**config.mk**
```make
export PLATFORM = sky130hd
export DESIGN_NAME = muon_lifetime_top
export DESIGN_NICKNAME = d
export VERILOG_FILES = /design/src/rtl/muon_lifetime_pkg.sv /design/src/rtl/bcd_counter4.sv /design/src/rtl/muon_lifetime_top.sv
export SDC_FILE = /design/constraint.sdc
export NUM_CORES = 1
export LEC_CHECK = 0
export ABC_CLOCK_PERIOD_IN_PS = 4100
export CAP_MARGIN = 0
export CORE_ASPECT_RATIO = 1.5
export CORE_MARGIN = 5
export CORE_UTILIZATION = 25
export CTS_CLUSTER_DIAMETER = 200
export DETAILED_ROUTE_END_ITERATION = 8
export SLEW_MARGIN = 0
export SYNTH_ARGS = -nofsm -noshare
export SYNTH_HDL_FRONTEND = slang
export SYNTH_SLANG_ARGS = --single-unit
```
**constraint.sdc**
```tcl
create_clock -name clk -period 4.1 [get_ports clk]
set_input_delay 1.025 -clock clk [delete_from_list [all_inputs] [get_ports clk]]
set_output_delay 1.025 -clock clk [all_outputs]
set_load 0.005 [all_outputs]
```
**src/rtl/muon_lifetime_pkg.sv**
```systemverilog
// muon_lifetime_pkg: shared BCD types, display mode encoding and 7-segment constants
package muon_lifetime_pkg;
  typedef logic [3:0] bcd_digit_t;
  typedef logic [15:0] bcd_word_t;
  typedef enum logic [1:0] {
    MODE_AB    = 2'b00,
    MODE_COINC = 2'b01,
    MODE_TDC   = 2'b10,
    MODE_OFF   = 2'b11
  } mode_t;
  typedef enum logic {TDC_IDLE, TDC_RUN} tdc_state_t;
  localparam logic [9:0][6:0] SEG_LUT = {7'h10, 7'h00, 7'h78, 7'h02, 7'h12, 7'h19, 7'h30, 7'h24, 7'h79, 7'h40};
  localparam logic [6:0] SEG_BLANK = 7'h7F;
  localparam logic [7:0] AN_OFF = 8'hFF;
  localparam bcd_word_t TDC_SENTINEL = 16'h9999;
  function automatic logic [6:0] seg_of(input bcd_digit_t d);
    return d > 4'd9 ? SEG_BLANK : SEG_LUT[d];
  endfunction
  function automatic bcd_word_t to_bcd(input int v);
    bcd_word_t r;
    int n;
    n = v;
    for (int i = 0; i < 4; i++) begin
      r[i*4 +: 4] = 4'(n % 10);
      n = n / 10;
    end
    return r;
  endfunction
endpackage

```
**src/rtl/bcd_counter4.sv**
```systemverilog
// bcd_counter4: 4-digit BCD counter with synchronous clear, increment enable and 9999->0000 wrap
module bcd_counter4
  import muon_lifetime_pkg::*;
(
  input  logic      clk,
  input  logic      rst,
  input  logic      clr,
  input  logic      inc,
  output bcd_word_t q
);
  logic [3:0] carry;
  bcd_word_t nxt;
  assign carry[0] = 1'b1;
  for (genvar d = 0; d < 4; d++) begin : g_dig
    assign nxt[d*4 +: 4] = !carry[d] ? q[d*4 +: 4] : q[d*4 +: 4] == 4'd9 ? 4'd0 : q[d*4 +: 4] + 4'd1;
    if (d < 3) begin : g_carry
      assign carry[d+1] = carry[d] && q[d*4 +: 4] == 4'd9;
    end
  end
  always_ff @(posedge clk)
    if (rst || clr) q <= '0;
    else if (inc) q <= nxt;
endmodule

```
**src/rtl/muon_lifetime_top.sv**
```systemverilog
// muon_lifetime_top: A/B/AB pulse counters, AB->C interval TDC and 8-digit 7-segment display; define TDC_EN to build the TDC
module muon_lifetime_top
  import muon_lifetime_pkg::*;
#(
  parameter int REFRESH_DIV = 1024,
  parameter int TDC_TIMEOUT = 128
) (
  input  logic       clk,
  input  logic       rst,
  input  logic [2:0] buttons,
  input  logic       sw_left,
  input  logic       sw_right,
  output logic [6:0] segments,
  output logic [7:0] anodes
);
  localparam int DIV_W = $clog2(REFRESH_DIV + 1);
  localparam logic [DIV_W-1:0] DIV_LAST = DIV_W'(REFRESH_DIV - 1);
  logic [2:0] s1, s2, s3;
  logic [1:0] m1;
  mode_t mode;
  logic p_a, p_b, p_c, p_ab;
  bcd_word_t count_a, count_b, count_ab, lo;
  logic [DIV_W-1:0] div;
  logic [2:0] idx;
  logic lo_on, on;
  bcd_digit_t digit;
  always_ff @(posedge clk)
    if (rst) begin
      s1 <= '0;
      s2 <= '0;
      s3 <= '0;
      m1 <= '0;
      mode <= MODE_AB;
    end else begin
      s1 <= buttons;
      s2 <= s1;
      s3 <= s2;
      m1 <= {sw_left, sw_right};
      mode <= mode_t'(m1);
    end
  assign p_a = s2[0] & ~s3[0];
  assign p_b = s2[1] & ~s3[1];
  assign p_c = s2[2] & ~s3[2];
  assign p_ab = &s2[1:0] & ~&s3[1:0];
  bcd_counter4 u_cnt_a (.clk(clk), .rst(rst), .clr(1'b0), .inc(p_a), .q(count_a));
  bcd_counter4 u_cnt_b (.clk(clk), .rst(rst), .clr(1'b0), .inc(p_b), .q(count_b));
  bcd_counter4 u_cnt_ab (.clk(clk), .rst(rst), .clr(1'b0), .inc(p_ab), .q(count_ab));
`ifdef TDC_EN
  localparam bcd_word_t TIMEOUT_BCD = to_bcd(TDC_TIMEOUT);
  tdc_state_t state, state_nxt;
  bcd_word_t run_cnt, tdc_value, tdc_nxt;
  logic stop;
  bcd_counter4 u_run (.clk(clk), .rst(rst), .clr(state_nxt == TDC_IDLE), .inc(1'b1), .q(run_cnt));
  always_comb begin
    stop = state == TDC_RUN && (p_c || run_cnt == TIMEOUT_BCD);
    state_nxt = state == TDC_IDLE ? (p_ab ? TDC_RUN : TDC_IDLE) : stop ? TDC_IDLE : TDC_RUN;
    tdc_nxt = !stop ? tdc_value : p_c ? run_cnt : TDC_SENTINEL;
  end
  always_ff @(posedge clk)
    if (rst) begin
      state <= TDC_IDLE;
      tdc_value <= '0;
    end else begin
      state <= state_nxt;
      tdc_value <= tdc_nxt;
    end
  assign lo = mode == MODE_AB ? count_b : mode == MODE_COINC ? count_ab : tdc_value;
  assign lo_on = mode != MODE_OFF;
`else
  logic unused_c;
  assign unused_c = p_c;
  assign lo = mode == MODE_AB ? count_b : count_ab;
  assign lo_on = mode == MODE_AB || mode == MODE_COINC;
`endif
  assign on = idx[2] ? mode == MODE_AB : lo_on;
  assign digit = idx[2] ? count_a[{idx[1:0], 2'b00} +: 4] : lo[{idx[1:0], 2'b00} +: 4];
  always_ff @(posedge clk)
    if (rst) begin
      div <= '0;
      idx <= '0;
      anodes <= AN_OFF;
      segments <= SEG_BLANK;
    end else begin
      div <= div == DIV_LAST ? '0 : div + 1'b1;
      idx <= div == DIV_LAST ? idx - 3'd1 : idx;
      anodes <= on ? ~(8'd1 << idx) : AN_OFF;
      segments <= on ? seg_of(digit) : SEG_BLANK;
    end
endmodule

```
Word-level counts from Yosys, hierarchy flattened --
Memories as Yosys holds them, arrays and structs flattened. A register that Yosys moved wholly into a read port is not among the register bits. Index checks and enable logic that the tools add are counted.
Cells by class: add/sub/neg operators 14, multipliers 0, div/mod/pow operators 0, $lt $le $gt $ge 1, eq/ne operators 14, shifts and indexed selects 3, muxes and demuxes 15, bitwise gates (word level) 7, reductions and logical operators 23
Operators with widths (count):
- 2-to-1 mux 4 bit | 13
- adder 4 x 1 -> 4 bit, second input constant | 12
- equality test 4 bit, second input constant | 12
- variable part select 16 x 5 -> 4 bit | 2
- AND reduction 2 bit | 11
- 2-to-1 mux 16 bit | 1
- adder 11 x 1 -> 11 bit, second input constant | 1
- equality test 11 x 10 -> 1 bit, second input constant | 1
- NOT 8 bit | 1
- << shifter 1 x 3 -> 8 bit, first input constant | 1
- logical AND 1 bit | 6
- > comparator 4 bit, second input constant | 1
- OR reduction 2 bit | 2
- bitwise AND 1 bit | 3
- NOT 1 bit | 3
- OR reduction 3 bit | 1
- subtractor 3 x 1 -> 3 bit, second input constant | 1
- equality test 2 x 1 -> 1 bit, second input constant | 1
- zero test 2 bit | 1
- zero test 1 bit | 1
- logical OR 1 bit | 1
- 2-to-1 mux 1 bit | 1
Word-level totals: bits in registers 80, latch bits 0, RAM bits 0, memory bits (read-only) 112, input bits 7, output and inout bits 15, memories 1
Memory list:
- (no name shown) | words 16, bits a word 7, rd ports 1, clocked after Yosys merged registers in 1, wr ports 0, line muon_lifetime_pkg.sv:17 | return d > 4'd9 ? SEG_BLANK : SEG_LUT[d];

Logic depth before layout (Yosys ltp) --
Gate-level depths: netlist of the first run.
word-level depth 6, mapped depth 8, depth with buffers taken out 7

Modules after synthesis --
From an unflattened synthesis of the first run, not the netlist that was laid out.
Unflattened totals: cell total of the unflattened synthesis 494, area total of the unflattened synthesis 4241.6 um^2
By module, submodules not included:
- bcd_counter4 | instances 3, cells an instance 96, area each 788.3 um^2
- muon_lifetime_top | instances 1, cells an instance 206, area each 1876.8 um^2

Worst setup path before layout of the first run --
Ideal clock, no wire load.
path kind register to register, from register idx[0], to register segments[0], library setup time 116 ps, arrival time 1960 ps, path slack 2024 ps, stages on the path, launching flop included 7, cell sequence dfxtp_1 > buf_2 > mux4_2 > nand3_1 > nand3_1 > or3_1 > a31o_1
Between the ends: word-level cells in the longest chain between the ends 4
Ends and longest elaborated chain:
- from (decl) | line muon_lifetime_top.sv:24 | logic [2:0] idx;
- from (signal assigned) | line muon_lifetime_top.sv:85 | idx <= div == DIV_LAST ? idx - 3'd1 : idx;
- variable part select 16 x 5 -> 4 bit | line muon_lifetime_top.sv:76 | assign digit = idx[2] ? count_a[{idx[1:0], 2'b00} +: 4] : lo[{idx[1:0], 2'b00} +: 4];
- 2-to-1 mux 4 bit * | line muon_lifetime_top.sv:76
- > comparator 4 bit | line muon_lifetime_pkg.sv:17
- OR reduction 3 bit (no line)
- to (decl) | line muon_lifetime_top.sv:13 | output logic [6:0] segments,
Mark *: on every way between the ends. The rest lies on a longest branch, timed or not. A chain may end at the register's enable or synchronous reset.

Final worst setup path of the first run --
from register mode[1], to register segments[0]
Between the ends: word-level cells in the longest chain between the ends 6
Ends and longest elaborated chain:
- from (decl) | line muon_lifetime_top.sv:20 | mode_t mode;
- from (signal assigned) | line muon_lifetime_top.sv:39 | mode <= mode_t'(m1);
- zero test 2 bit | line muon_lifetime_top.sv:72, muon_lifetime_top.sv:73, muon_lifetime_top.sv:75
- 2-to-1 mux 16 bit | line muon_lifetime_top.sv:72 | assign lo = mode == MODE_AB ? count_b : count_ab;
- variable part select 16 x 5 -> 4 bit | line muon_lifetime_top.sv:76
- 2-to-1 mux 4 bit | line muon_lifetime_top.sv:76
- > comparator 4 bit | line muon_lifetime_pkg.sv:17
- OR reduction 3 bit (no line)
Several ways; a longest one is shown, not always the timed one.

==> flow_summary.rst, run 1 <==
.. list-table::
   :header-rows: 1

   * - Metric
     - Value
   * - Yosys cell types
     - 65
   * - Clk Tree Root Cell
     - clkbuf_16
   * - Leading post-synthesis cells by cell area
     - dfxtp_1 42%, nor2_1 5.7%, nor2b_1 4.8%
   * - Shortest clock period the worst path allows after layout
     - 2.44 ns
   * - Worst EP arrival
     - 2.67 ns
   * - Measured slew at the worst slew-check pin
     - 0.717 ns
   * - Remaining number of nets flagged by the antenna check after routing
     - 0
   * - Y dimension of the die
     - 168 um
   * - Final Hold Viols
     - 0
   * - Maximum fanout along the worst path
     - 15
   * - Critical path type
     - register to register
   * - Post-cts gate resize count
     - 0
   * - Yosys reg bits
     - 87
   * - Kind of launch point of the worst setup path
     - register
   * - Synthesized net count
     - 481
   * - Gate count of the mapped netlist
     - 468
   * - Fin nets
     - 498
   * - Post-route DRC violation count
     - 0
   * - Number of clock sinks seen by CTS
     - 87
   * - Kind of path behind the tightest hold check
     - register to register
   * - IO Count
     - 22
   * - Final global-route overflow total
     - 0
   * - Clock latency of the later-clocked register in the worst-skew pair
     - 0.34 ns
   * - Clock tree from TritonCTS
     - built
   * - Fraction of synthesis flops using an asynchronous set or reset pin
     - 0%
   * - Layout Area Growth over Synthesis
     - 15.3%
   * - CP max stage cell
     - dfxtp_1
   * - Number of buffers between clock root and the deepest sink
     - 2
   * - Crit-path max cell delay
     - 0.65 ns
   * - Syn avg cell area
     - 8.88 um2
   * - Final critical-path share of the clock period
     - 59.6%
   * - Hold buffer count at cts
     - 0
   * - Pre-antenna DRT Iters
     - 4
   * - Number of synthesis warnings
     - 0
   * - Largest net degree at the start of global routing
     - 63
   * - Share of the yosys chip area belonging to registers
     - 41.9%
   * - Final core occ
     - 29.5%
   * - Starting DRC count in detailed routing
     - 135
   * - Number of enable-type register cells in the synthesized netlist
     - 0
   * - Placeable Area
     - 16300 um2
   * - Outcome
     - finished, final reports clean
   * - Total number of placement rows
     - 57
   * - CP Buf/Inv Count
     - 0
   * - Tightest slew margin relative to the limit
     - 51.6%
   * - Chain of cells forming the critical path
     - nor2_4 -> mux2i_1 -> mux4_2 -> o21a_1 -> or3_1 -> a31o_1
   * - Global placer's final weighted congestion
     - 0.811
   * - Effective utilization at floorplan
     - 25.6%
   * - Global-route total usage across every layer
     - 9.31%
   * - Number of antenna violations at the first check in global routing
     - 0
   * - Top Family by Delay on Critical Path
     - flip-flops
   * - Reported max-cap violation count
     - 0
   * - Final setup violation count
     - 0
   * - Leakage power of the design
     - 1.67 nW
   * - Unrepaired setup endpoints after global routing
     - false
   * - Worst-case vdd ir drop
     - 143 uV
   * - Drt wl/cell
     - 12.6 um
   * - Hpwl dp
     - 6.42 mm
   * - Largest clock skew in the final design
     - 0.00660 ns
   * - Clk slew on worst S/H paths
     - 0.06 ns
   * - Summed instance area of the synthesized netlist
     - 4160 um2
   * - Die Width
     - 115 um
   * - Library cell occupying the most area in the post-synthesis netlist
     - dfxtp_1
   * - Required time of the worst setup path
     - 4.33 ns
   * - Top flip-flop cell by instance count after synthesis
     - dfxtp_1
   * - Number of buffers added by the clock tree synthesis step
     - 9
   * - Number of setup buffers added after CTS
     - 0
   * - Total die area
     - 19400 um2
   * - Power dissipated by switching net loads
     - 344 uW
   * - Ratio of cells with drive above 1 in the final layout
     - 7.60%
   * - Power density normalized to cell area
     - 344 nW/um2
   * - IO Port Bufs
     - 20
   * - Share of the synthesized area in the top cell type
     - 41.9%
   * - Logic gate share of total power
     - 3.8%
   * - Max-slew violation count
     - 0
   * - Fill cells
     - 1743
   * - Routed via count
     - 3275
   * - Seq pwr share
     - 52.8%
   * - Final total negative setup slack
     - 0 ns
   * - Global-route wire length before repair
     - 14.5 mm
   * - Internal Power
     - 1.30 mW
   * - Sort of element at the end of the critical path
     - register
   * - Max Fclk
     - 409 MHz
   * - Total wire length
     - 8.70 mm
   * - Via count of the first global-routing pass
     - 3156
   * - Antenna cell count
     - 0
   * - Net switching share of the total power
     - 20.9%
   * - Maximum level of the CTS H-tree
     - 3
   * - Clock power share
     - 43.5%
   * - Via-to-Cell Ratio
     - 4.73
[worst register-to-register path: cells and delay by family, from the launching register on]
family	cells	cell delay, ns
multiplexers	2	0.66
AND/OR/NAND/NOR	2	0.53
AO/OA/AOI/OAI	2	0.50
flip-flops	1	0.65
[power groups by stage]
stage	sequential, mW	combinational, mW	clock (mW)
after global placement	0.888	0.0615	0
after CTS	0.870	0.0632	0.745
after detailed placement	0.889	0.0629	0
after global routing	0.871	0.0679	0.780
after floorplan	0.885	0.0399	0
final	0.870	0.0619	0.717
[cell usage in the layout, fill, tap and decap left out, types with 3 or more instances in the layout]
master,count
dfxtp_1,87
nor2_1,63
nand2_1,37
nor2b_1,32
a21oi_1,25
o21ai_0,23
clkdlybuf4s50_1,19
xnor2_1,17
xor2_1,16
inv_1,13
nor3b_1,11
nor3_1,10
nand3_1,9
clkbuf_16,9
nand2b_1,8
and3_1,8
or3_1,6
mux2i_1,6
ha_1,6
mux4_2,5
o21ai_1,5
nand4_1,4
a211oi_1,4
nor4bb_1,3
and2_1,3
o21a_1,3
a21o_1,3
a22oi_1,3
[layout make-up]
type	instances	area (um2)	area share (%)
clock inverter	2	10.0	0.209
sequential	87	1740	36.3
tap	206	258	5.38
clock buffer	11	243	5.07
multi-input combinational	352	2280	47.7
timing repair buffer	21	203	4.23
inverter	14	52.6	1.10
[stage by stage]
step / cell area, um2 / instances / power [mW] / setup WS (ns) / hold slack (ns)
floorplan: 4160 / 468 / 0.925 / 2.02 / 0.414
detailed placement: 4540 / 680 / 0.952 / 1.66 / 0.430
finish: 4790 / 693 / 1.65 / 1.66 / 0.439
global placement: 4540 / 680 / 0.950 / 1.69 / 0.427
global route: 4790 / 693 / 1.72 / 1.53 / 0.455
CTS: 4790 / 693 / 1.68 / 1.65 / 0.444
[cells by family after synthesis]
group           Yosys count  synth area share (%)
xor+xnor                 33                  6.95
simple gates            213                  27.2
fa+ha+maj                 6                  1.81
mux                      12                  4.43
compound gates           88                  14.6
flops                    87                  41.9
buf+inv                  29                  3.13
[registers in the layout, indices dropped and copies added (netlist names)]
name / cells
anodes: 8
div: 11
idx: 3
m1: 2
mode: 2
s1: 2
s2: 2
s3: 2
segments: 7
u_cnt_a.q: 16
u_cnt_ab.q: 16
u_cnt_b.q: 16
[Yosys cell counts (all sizes together) (4+ instances only)]
| master | number |
|---|---|
| xor2 | 16 |
| nor3b | 12 |
| a211oi | 4 |
| o21ai | 28 |
| nand4 | 4 |
| ha | 6 |
| or3 | 6 |
| a21oi | 26 |
| nand3 | 9 |
| mux2i | 6 |
| nor3 | 10 |
| mux4 | 5 |
| and2 | 4 |
| xnor2 | 17 |
| nand2 | 38 |
| and3 | 8 |
| o221ai | 4 |
| nand2b | 8 |
| clkbuf | 4 |
| nor2b | 32 |
| dfxtp | 87 |
| inv | 14 |
| nor2 | 65 |
| buf | 11 |
[layer usage]
layer | GRT usage, % | vias to the layer above | part of all wire, %
li1 | - | 1654 | -
met1 | 9.78 | 1556 | 42
met2 | 16.7 | 49 | 52
met3 | 2.44 | 16 | 3.1
met4 | 4.70 | 0 | 3.0
met5 | 0 | - | 0
[worst paths after layout]
path	startpoint	to	slack [ns]	cells after the start
max	mode[1]$_SDFF_PP0_	segments[0]$_SDFF_PP1_	1.66	6
min	m1[1]$_SDFF_PP0_	mode[1]$_SDFF_PP0_	0.44	1
max reg2reg	mode[1]$_SDFF_PP0_	segments[0]$_SDFF_PP1_	1.66	6
min reg2reg	m1[1]$_SDFF_PP0_	mode[1]$_SDFF_PP0_	0.44	1
No activity file was read; power rests on OpenSTA's default activity.
==> run 2: changes to the inputs <==
- ABC_CLOCK_PERIOD_IN_PS: 4100 -> 2000
- clock period: 4.1 -> 2 ns (I/O delays scaled with it)
==> flow_summary.rst, run 2 (same netlist as run 1, synthesis figures left out) <==
.. list-table::
   :header-rows: 1

   * - Metric
     - Value
   * - Starting DRC count in detailed routing
     - 157 (+16%)
   * - Antenna cell count
     - 0 (unchanged)
   * - Number of clock sinks seen by CTS
     - 87 (unchanged)
   * - Kind of path behind the tightest hold check
     - register to register
   * - Leakage power of the design
     - 2.02 nW (+21%)
   * - Outcome
     - finished, violations left
   * - Total wire length
     - 10.1 mm (+16%)
   * - Commonest non-fill, non-tap cell in the layout
     - dfxtp_1
   * - Power dissipated by switching net loads
     - 804 uW (+130%)
   * - Effective utilization at floorplan
     - 25.6% (unchanged)
   * - IO Count
     - 22 (unchanged)
   * - Hpwl dp
     - 7.52 mm (+17%)
   * - Measured slew at the worst slew-check pin
     - 0.483 ns (-0.234 ns)
   * - Die Width
     - 115 um (unchanged)
   * - Largest registers in the final layout
     - u_cnt_a.q (16), u_cnt_ab.q (16), u_cnt_b.q (16)
   * - CP max stage cell
     - or4b_1
   * - Worst EP arrival
     - 2.36 ns (-0.31 ns)
   * - Clock latency of the later-clocked register in the worst-skew pair
     - 0.34 ns (about the same)
   * - Tightest slew margin relative to the limit
     - 67.6% (+16 points)
   * - Chain of cells forming the critical path
     - buf_6 -> or4b_1 -> o311a_1 -> o221ai_4 -> nand2_4 -> or3_4 -> a31o_1
   * - Total number of placement rows
     - 57 (unchanged)
   * - Number of buffers added by the clock tree synthesis step
     - 9 (unchanged)
   * - Clock tree from TritonCTS
     - built
   * - Required time of the worst setup path
     - 2.23 ns (-2.10 ns)
   * - Via count of the first global-routing pass
     - 3674 (+16%)
   * - Reported max-cap violation count
     - 0 (unchanged)
   * - Maximum fanout along the worst path
     - 4 (-11)
   * - Post-route DRC violation count
     - 0 (unchanged)
   * - Drt wl/cell
     - 13.4 um (+6.4%)
   * - Routed via count
     - 3563 (+8.8%)
   * - Clk Tree Root Cell
     - clkbuf_16
   * - Total die area
     - 19400 um2 (unchanged)
   * - Sort of element at the end of the critical path
     - register
   * - Logic gate share of total power
     - 4.8% (+1.0 points)
   * - Remaining number of nets flagged by the antenna check after routing
     - 0 (unchanged)
   * - Kind of launch point of the worst setup path
     - register
   * - Global-route wire length before repair
     - 17.1 mm (+18%)
   * - Worst-case vdd ir drop
     - 417 uV (+190%)
   * - Power density normalized to cell area
     - 670 nW/um2 (+95%)
   * - Number of buffers between clock root and the deepest sink
     - 2 (unchanged)
   * - Worst hold slack across all endpoints
     - 0.436 ns (-0.00255 ns)
   * - Y dimension of the die
     - 168 um (unchanged)
   * - Footprint of the multi-input gates
     - 2400 um2 (+5.0%)
   * - Seq pwr share
     - 49.0% (-3.8 points)
   * - Maximum level of the CTS H-tree
     - 3 (unchanged)
   * - Placeable Area
     - 16300 um2 (unchanged)
   * - Final core occ
     - 33.3% (+3.8 points)
   * - Post-layout worst setup margin
     - -0.127 ns (-1.78 ns)
   * - Crit-path max cell delay
     - 0.52 ns (-0.13 ns)
   * - Clk slew on worst S/H paths
     - 0.07 ns (about the same)
   * - Violated checks
     - negative setup slack
   * - IO Port Bufs
     - 20 (unchanged)
   * - Commonest cells after routing, fill and taps aside
     - 83 x dfxtp_1, 63 x nor2_1, 52 x buf_4, 37 x nand2_1, 32 x nor2b_1
   * - Clock power share
     - 46.2% (+2.7 points)
   * - Fin nets
     - 555 (+11%)
   * - Global placer's final weighted congestion
     - 0.810 (-0.21%)
   * - Max-slew violation count
     - 0 (unchanged)
   * - Unrepaired setup endpoints after global routing
     - true
   * - Final global-route overflow total
     - 0 (unchanged)
   * - Final Hold Viols
     - 0 (unchanged)
   * - Number of antenna violations at the first check in global routing
     - 0 (unchanged)
   * - Final critical-path share of the clock period
     - 106% (+47 points)
   * - Largest clock skew in the final design
     - 0.00697 ns (+0.000372 ns)
   * - Sequential Area
     - 1750 um2 (+0.57%)
   * - Global-route total usage across every layer
     - 10.9% (+1.6 points)
   * - Ratio of cells with drive above 1 in the final layout
     - 21.6% (+14 points)
   * - Via-to-Cell Ratio
     - 4.73 (+0.13%)
   * - Layout Area Growth over Synthesis
     - 30.3%
   * - Fill cells
     - 1653 (-5.2%)
   * - Largest net degree at the start of global routing
     - 49 (-22%)
   * - Shortest clock period the worst path allows after layout
     - 2.13 ns (-0.317 ns)
   * - Internal Power
     - 2.82 mW (+120%)
   * - Final setup violation count
     - 6 (+6)
   * - Net switching share of the total power
     - 22.2% (+1.3 points)
   * - Pre-antenna DRT Iters
     - 4 (unchanged)
   * - Critical path type
     - register to register
   * - Max Fclk
     - 470 MHz (+15%)
## run 2: cell count changes in the layout (fill, tap and decap cells not counted), moves of 2 or more
cell | before | now
buf_4 | 1 | 52
buf_6 | 0 | 4
clkinv_4 | 0 | 3
dfxtp_1 | 87 | 83
dfxtp_2 | 0 | 2
dfxtp_4 | 0 | 2
nor3b_1 | 11 | 9
nor3b_2 | 1 | 3
nor4bb_1 | 3 | 1
or4_1 | 2 | 0
or4_4 | 0 | 2
## run 2: final cells by class
cell class | count | share of cell area (%)
clock buffer | 9 | 4.16
clock inverter | 7 | 1.36
inverter | 14 | 0.970
multi-input combinational | 352 | 44.3
sequential | 87 | 32.3
tap | 206 | 4.76
timing repair buffer | 78 | 12.1
## run 2: path summary, 6_finish.rpt
check,end,slack (ns),depth (start not counted),start
setup / recovery,segments[0]$_SDFF_PP1_,-0.13,7,mode[1]$_SDFF_PP0_
hold / removal,s2[0]$_SDFF_PP0_,0.44,1,s1[0]$_SDFF_PP0_
hold reg to reg,s2[0]$_SDFF_PP0_,0.44,1,s1[0]$_SDFF_PP0_
setup reg to reg,segments[0]$_SDFF_PP1_,-0.13,7,mode[1]$_SDFF_PP0_
## run 2: metal layers
metal | GRT usage, % | wire, um | up-vias
met4 | 5.77 | 312 | 0
met1 | 11.2 | 3970 | 1719
met5 | 0 | 0 | -
met2 | 20.3 | 5540 | 47
met3 | 2.23 | 243 | 19
li1 | - | - | 1778
## run 2: timing repair
action                                 in CTS  in global routing
pin swaps                                  11                 11
endpoints found under the hold margin       0                  0
resized for setup                          18                 13
hold buffers                                0                  0
setup buffers                               2                  3
setup endpoints to repair                   9                 21
gates cloned                                0                  1
## run 2: metrics by stage
stage          instance area [um2]  setup slack, ns  cells  power, mW  setup TNS, ns
2_1_floorplan                 4160           0.0129    468       1.90              0
3_3_place_gp                  4940           -0.131    731       1.98         -0.439
3_5_place_dp                  4940           -0.128    731       1.98         -0.648
4_1_cts                       5330          -0.0922    749       3.66         -0.270
5_1_grt                       5420           -0.195    753       3.75          -1.17
6_report                      5420           -0.127    753       3.63         -0.392
## run 2: worst max-delay path, delay by kind of cell (launching register included)
| kind | cells | cell delay, ns |
|---|---|---|
| AO/OA/AOI/OAI | 3 | 0.59 |
| AND/OR/NAND/NOR | 3 | 0.95 |
| buffers and inverters | 1 | 0.12 |
| flip-flops | 1 | 0.36 |
## run 2: power by group through the flow
stage	Sequential, mW	Combinational (mW)	Clock (mW)
finish	1.78	0.173	1.68
CTS	1.78	0.172	1.71
global placement	1.82	0.161	0
detailed placement	1.82	0.165	0
floorplan	1.82	0.0818	0
global route	1.78	0.190	1.78
==> run 3: changes to the inputs <==
- ABC_CLOCK_PERIOD_IN_PS: 2000 -> 2400
- CAP_MARGIN: 0 -> 20
- MAX_ROUTING_LAYER: not set -> met4
- clock period: 2 -> 2.4 ns (I/O delays scaled with it)
==> flow_summary.rst, run 3 (same netlist as run 1, synthesis figures left out) <==
.. list-table::
   :header-rows: 1

   * - Metric
     - Value
   * - Commonest cells after routing, fill and taps aside
     - 87 x dfxtp_1, 63 x nor2_1, 37 x nand2_1, 32 x nor2b_1, 25 x a21oi_1
   * - Seq pwr share
     - 50.6% (+1.6 points)
   * - Y dimension of the die
     - 168 um (unchanged)
   * - Outcome
     - finished, final reports clean
   * - Final global-route overflow total
     - 0 (unchanged)
   * - Flop-to-flop setup slack
     - 0.18 ns (+0.30 ns)
   * - Largest clock skew in the final design
     - 0.00882 ns (+0.00184 ns)
   * - Effective utilization at floorplan
     - 25.6% (unchanged)
   * - Antenna cell count
     - 0 (unchanged)
   * - Fin nets
     - 511 (-7.9%)
   * - Leakage power of the design
     - 1.74 nW (-14%)
   * - Pre-antenna DRT Iters
     - 4 (unchanged)
   * - Via-to-Cell Ratio
     - 4.61 (-2.7%)
   * - Routed via count
     - 3265 (-8.4%)
   * - IO Count
     - 22 (unchanged)
   * - Largest registers in the final layout
     - u_cnt_a.q (16), u_cnt_ab.q (16), u_cnt_b.q (16)
   * - Hold buffer count at cts
     - 0 (unchanged)
   * - Total die area
     - 19400 um2 (unchanged)
   * - Total placed cells including tap cells
     - 693 (-5.2%)
   * - Fill cells
     - 1722 (+4.2%)
   * - Drt wl/cell
     - 12.4 um (-7.1%)
   * - Number of setup buffers added after CTS
     - 0 (-2)
   * - Launch point of the worst hold path
     - s1[1]$_SDFF_PP0_
   * - Remaining number of nets flagged by the antenna check after routing
     - 0 (unchanged)
   * - Power density normalized to cell area
     - 595 nW/um2 (-11%)
   * - Global-route wire length before repair
     - 14.8 mm (-13%)
   * - Sequential Area
     - 1740 um2 (-0.57%)
   * - Power dissipated by switching net loads
     - 666 uW (-17%)
   * - Final setup violation count
     - 0 (-6)
   * - Reg2reg start
     - mode[1]$_SDFF_PP0_
   * - Kind of launch point of the worst setup path
     - register
   * - Number of antenna violations at the first check in global routing
     - 0 (unchanged)
   * - Global placer's final weighted congestion
     - 0.822 (+1.5%)
   * - IO Port Bufs
     - 20 (unchanged)
   * - Largest net degree at the start of global routing
     - 34 (-31%)
   * - Number of buffers added by the clock tree synthesis step
     - 9 (unchanged)
   * - Clk slew on worst S/H paths
     - 0.06 ns (about the same)
   * - Reported max-cap violation count
     - 0 (unchanged)
   * - Shortest clock period the worst path allows after layout
     - 2.22 ns (+0.0955 ns)
   * - Sort of element at the end of the critical path
     - register
   * - Clock tree from TritonCTS
     - built
   * - Final critical-path share of the clock period
     - 92.6% (-14 points)
   * - Total number of placement rows
     - 57 (unchanged)
   * - Ratio of cells with drive above 1 in the final layout
     - 10.7% (-11 points)
   * - Number of clock sinks seen by CTS
     - 87 (unchanged)
   * - Clock latency of the later-clocked register in the worst-skew pair
     - 0.34 ns (about the same)
   * - Total wire length
     - 8.81 mm (-13%)
   * - Critical path type
     - register to register
   * - Worst EP arrival
     - 2.45 ns (+0.09 ns)
   * - Final total negative setup slack
     - 0 ns (+0.392 ns)
   * - Kind of path behind the tightest hold check
     - register to register
   * - Internal Power
     - 2.26 mW (-20%)
   * - Crit-path max cell delay
     - 0.42 ns (-0.10 ns)
   * - Logic gate share of total power
     - 3.8% (-1.0 points)
   * - Starting DRC count in detailed routing
     - 145 (-7.6%)
   * - Placeable Area
     - 16300 um2 (unchanged)
   * - Number of buffers between clock root and the deepest sink
     - 2 (unchanged)
   * - Maximum fanout along the worst path
     - 11 (+7)
   * - Die Width
     - 115 um (unchanged)
   * - Final Non-Filler Cells
     - 709 (-5.8%)
   * - CP max stage cell
     - dfxtp_1
   * - Post-route DRC violation count
     - 0 (unchanged)
   * - Final Hold Viols
     - 0 (unchanged)
   * - Net switching share of the total power
     - 22.7% (+0.53 points)
   * - Required time of the worst setup path
     - 2.63 ns (+0.40 ns)
   * - Clock power share
     - 45.6% (-0.6 points)
   * - Tightest slew margin relative to the limit
     - 66.4% (-1.2 points)
   * - Hpwl dp
     - 6.61 mm (-12%)
   * - Max-slew violation count
     - 0 (unchanged)
   * - Clk Tree Root Cell
     - clkbuf_16
   * - Maximum level of the CTS H-tree
     - 3 (unchanged)
   * - Footprint of the multi-input gates
     - 2280 um2 (-4.7%)
   * - Source of the critical timing path
     - mode[1]$_SDFF_PP0_
   * - Commonest non-fill, non-tap cell in the layout
     - dfxtp_1
   * - Worst-case vdd ir drop
     - 288 uV (-31%)
   * - Chain of cells forming the critical path
     - buf_4 -> or3b_1 -> a311o_1 -> o311ai_2 -> nand2_4 -> or3_1 -> a31o_1
   * - Post-cts gate resize count
     - 0 (-18)
   * - Measured slew at the worst slew-check pin
     - 0.504 ns (+0.0212 ns)
   * - Layout Area Growth over Synthesis
     - 18.5%
   * - Max Fclk
     - 450 MHz (-4.3%)
   * - Global-route total usage across every layer
     - 9.72% (-1.2 points)
   * - Unrepaired setup endpoints after global routing
     - false
   * - Via count of the first global-routing pass
     - 3137 (-15%)
-- run 3: cell count changes in the layout (fill, tap and decap cells not counted), sizes merged --
cell,delta
clkbuf,+1
clkinv,-4
bufinv,-1
inv,+3
clkinvlp,+1
buf,-44
-- run 3: final timing paths --
path,depth (start not counted),to
setup / recovery,7,segments[0]$_SDFF_PP1_
hold / removal,1,s2[1]$_SDFF_PP0_
setup reg to reg,7,segments[0]$_SDFF_PP1_
hold reg to reg,1,s2[1]$_SDFF_PP0_
-- run 3: routing by layer --
metal / share of wire, % / up-vias / track usage, %
li1: - / 1684 / -
met1: 42 / 1532 / 10.3
met2: 52 / 36 / 16.9
met3: 3.3 / 13 / 2.37
met4: 2.3 / 0 / 4.24
met5: 0 / - / -
-- run 3: per-stage QoR --
stage / worst slack [ns] / total power [mW] / area [um2] / hold slack, ns / utilization (%)
after CTS: 0.162 / 2.97 / 4930 / 0.447 / 30.3
after detailed placement: 0.191 / 1.63 / 4640 / 0.432 / 28.5
after floorplan: 0.324 / 1.58 / 4160 / 0.414 / -
after global routing: 0.0685 / 3.05 / 4930 / 0.459 / 30.3
after global placement: 0.207 / 1.63 / 4640 / 0.428 / 28.5
final: 0.178 / 2.93 / 4930 / 0.441 / 30.3
-- run 3: cell type report --
class	count	area share, %
multi-input combinational	352	46.4
sequential	87	35.4
timing repair buffer	34	6.10
tap	206	5.23
clock buffer	10	4.85
inverter	14	1.07
clock inverter	6	1.02
-- run 3: power by group through the flow --
stage	Clock [mW]	Combinational (mW)	Sequential, mW
2_1_floorplan	0	0.0681	1.51
3_3_place_gp	0	0.112	1.52
3_5_place_dp	0	0.114	1.52
4_1_cts	1.38	0.114	1.48
5_1_grt	1.44	0.123	1.49
6_report	1.34	0.112	1.48
-- run 3: worst max-delay path: cells and delay by family, from the launching register on --
kind	cells	cell delay [ns]
AND/OR/NAND/NOR	3	0.81
flip-flops	1	0.42
buffers and inverters	1	0.21
AO/OA/AOI/OAI	3	0.68
==> RTL edit, RTL diff (config.mk and constraints of run 3) <==
Build with the macro `TDC_EN` defined.
--- a/src/rtl/muon_lifetime_top.sv
+++ b/src/rtl/muon_lifetime_top.sv
@@ -1,4 +1,6 @@
 // muon_lifetime_top: A/B/AB pulse counters, AB->C interval TDC and 8-digit 7-segment display; define TDC_EN to build the TDC
+`define TDC_EN
+
 module muon_lifetime_top
   import muon_lifetime_pkg::*;
 #(
Check against the original RTL: not equivalent (a bounded check fails within 4 cycles, from zero or initial values and one cycle with rst high).
==> RTL edit against run 3 <==
- routed wire length up 52%
- clock power up 91%
- count of clock-buffer cells in the layout up 8
- sequential cell count up 36
- combinational power up 85%
- highest routed layer unchanged
- largest cell class unchanged
- power up 66%
- critical path type unchanged
- setup slack worse by 0.13 ns
- clock skew up 0.0041 ns
- synthesized area up 36%
- design area up 44%
==> RTL edit: results <==
metrics = {
    "detailed_routing": {
        "routedWlPerCell_um": 13.1,
        "drt_iter0_markers": 252,
        "vias": 4790,
    },
    "clocking": {
        "insertion_delay_ns": 0.42,
        "h-tree-depth": 4,
        "clock_path_buffers": 2,
        "cts-buffers-inserted": 17,
    },
    "global_route": {
        "grt_antenna_before_repair": 0,
        "grt_max_degree": 37,
        "grt_pass1_wl_um": 22000,
        "grtUsageTotal_pct": 10.7,
        "grt_pass1_vias": 4583,
    },
    "final_layout": {
        "final_layout_size_suffix_gt1_share_pct": 12.5,
        "fillers": 2363,
        "fin_cells": 1021,
    },
    "power": {
        "leakage_nw": 2.55,
        "peakVddDrop_uv": 457,
    },
    "sta": {
        "slew_headroom_pct": 66.8,
        "skew_ns": 0.0129,
        "setup_viol": 0,
    },
    "critical_path": {
        "cp_slowest_cell": "dfxtp_4",
        "max_stage_delay_ns": 0.37,
        "crit_fanout": 5,
        "crit_arrival_ns": 2.66,
    },
    "logic_synthesis": {
        "seq_area_frac_synth_pct": 43.7,
        "synthDistinctLibCells": 51,
        "syn_nets": 699,
        "yosys-top-cells-count": "dfxtp_1 (123), nor2_1 (105), nand2_1 (66), o21ai_0 (42), a21oi_1 (40)",
    },
    "placed_design": {
        "io_buffers": 21,
        "gp_congestion": 0.878,
        "dp_hpwl_um": 9750,
    },
    "run_status": {
        "outcome": "complete, no violations",
    },
}
-- RTL edit: cell type report --
class                           count  share of cell area [%]
Sequential cell                   123                    34.9
Timing Repair Buffer               58                    7.68
Timing Repair inverter              1                  0.0707
Inverter                           25                    1.38
Tap cell                          276                    4.88
Clock inverter                     14                    2.30
Clock buffer                       18                    6.07
Multi-Input combinational cell    506                    42.7
-- RTL edit: metrics by stage --
stage / hold WS, ns / TNS [ns] / cell area [um2] / total power, W / setup WS [ns]
after floorplan: 0.414 / 0 / 5640 / 0.00224 / 0.00208
after global placement: 0.433 / 0 / 6330 / 0.00231 / 0.0984
after detailed placement: 0.441 / 0 / 6330 / 0.00232 / 0.0674
after CTS: 0.455 / 0 / 6920 / 0.00488 / 0.0463
after global routing: 0.456 / -0.195 / 7070 / 0.00504 / -0.0893
final: 0.443 / 0 / 7070 / 0.00485 / 0.0441
-- RTL edit: cells by family after synthesis --
logic type / count (synthesis) / synth area share (%)
flops: 123 / 43.7
fa+ha+maj: 14 / 3.11
xor+xnor: 39 / 6.06
buf+inv: 49 / 3.53
simple gates: 307 / 26.5
mux: 21 / 3.86
compound gates: 125 / 13.3
-- RTL edit: final timing paths --
kind	start	endpoint	slack [ns]
worst max-delay path	mode[0]	segments[4]	0.04
worst min-delay path	m1[0]	mode[0]	0.44
worst max register to register	mode[0]	segments[4]	0.04
worst min register to register	m1[0]	mode[0]	0.44
-- RTL edit: what timing repair did --
item	in CTS	in global routing
resized for setup	0	16
hold buffers	0	0
setup endpoints to repair	0	6
hold endpoints to repair	0	0
setup buffers	0	6
-- RTL edit: layer usage --
| metal | track usage (%) | routed length (um) |
|---|---|---|
| met4 | 5.70 | 476 |
| met1 | 11.0 | 5530 |
| met2 | 18.8 | 7130 |
| met5 | - | 0 |
| met3 | 2.54 | 226 |
-- RTL edit: critical path, delay by kind of cell, from the launching register on --
kind            cells  cell delay (ns)
flops               1             0.37
simple gates        3             0.38
compound gates      4             0.78
buf+inv             4             0.53
fa+ha+maj           1             0.20
-- RTL edit: report_power, final --
part	internal, W	leakage (nW)	switching, W	total, W
Clock	0.00155	0.282	0.00101	0.00256
Sequential	0.00207	0.998	0.0000158	0.00209
Combinational	0.000105	1.27	0.000102	0.000207
Total	0.00373	2.55	0.00113	0.00485
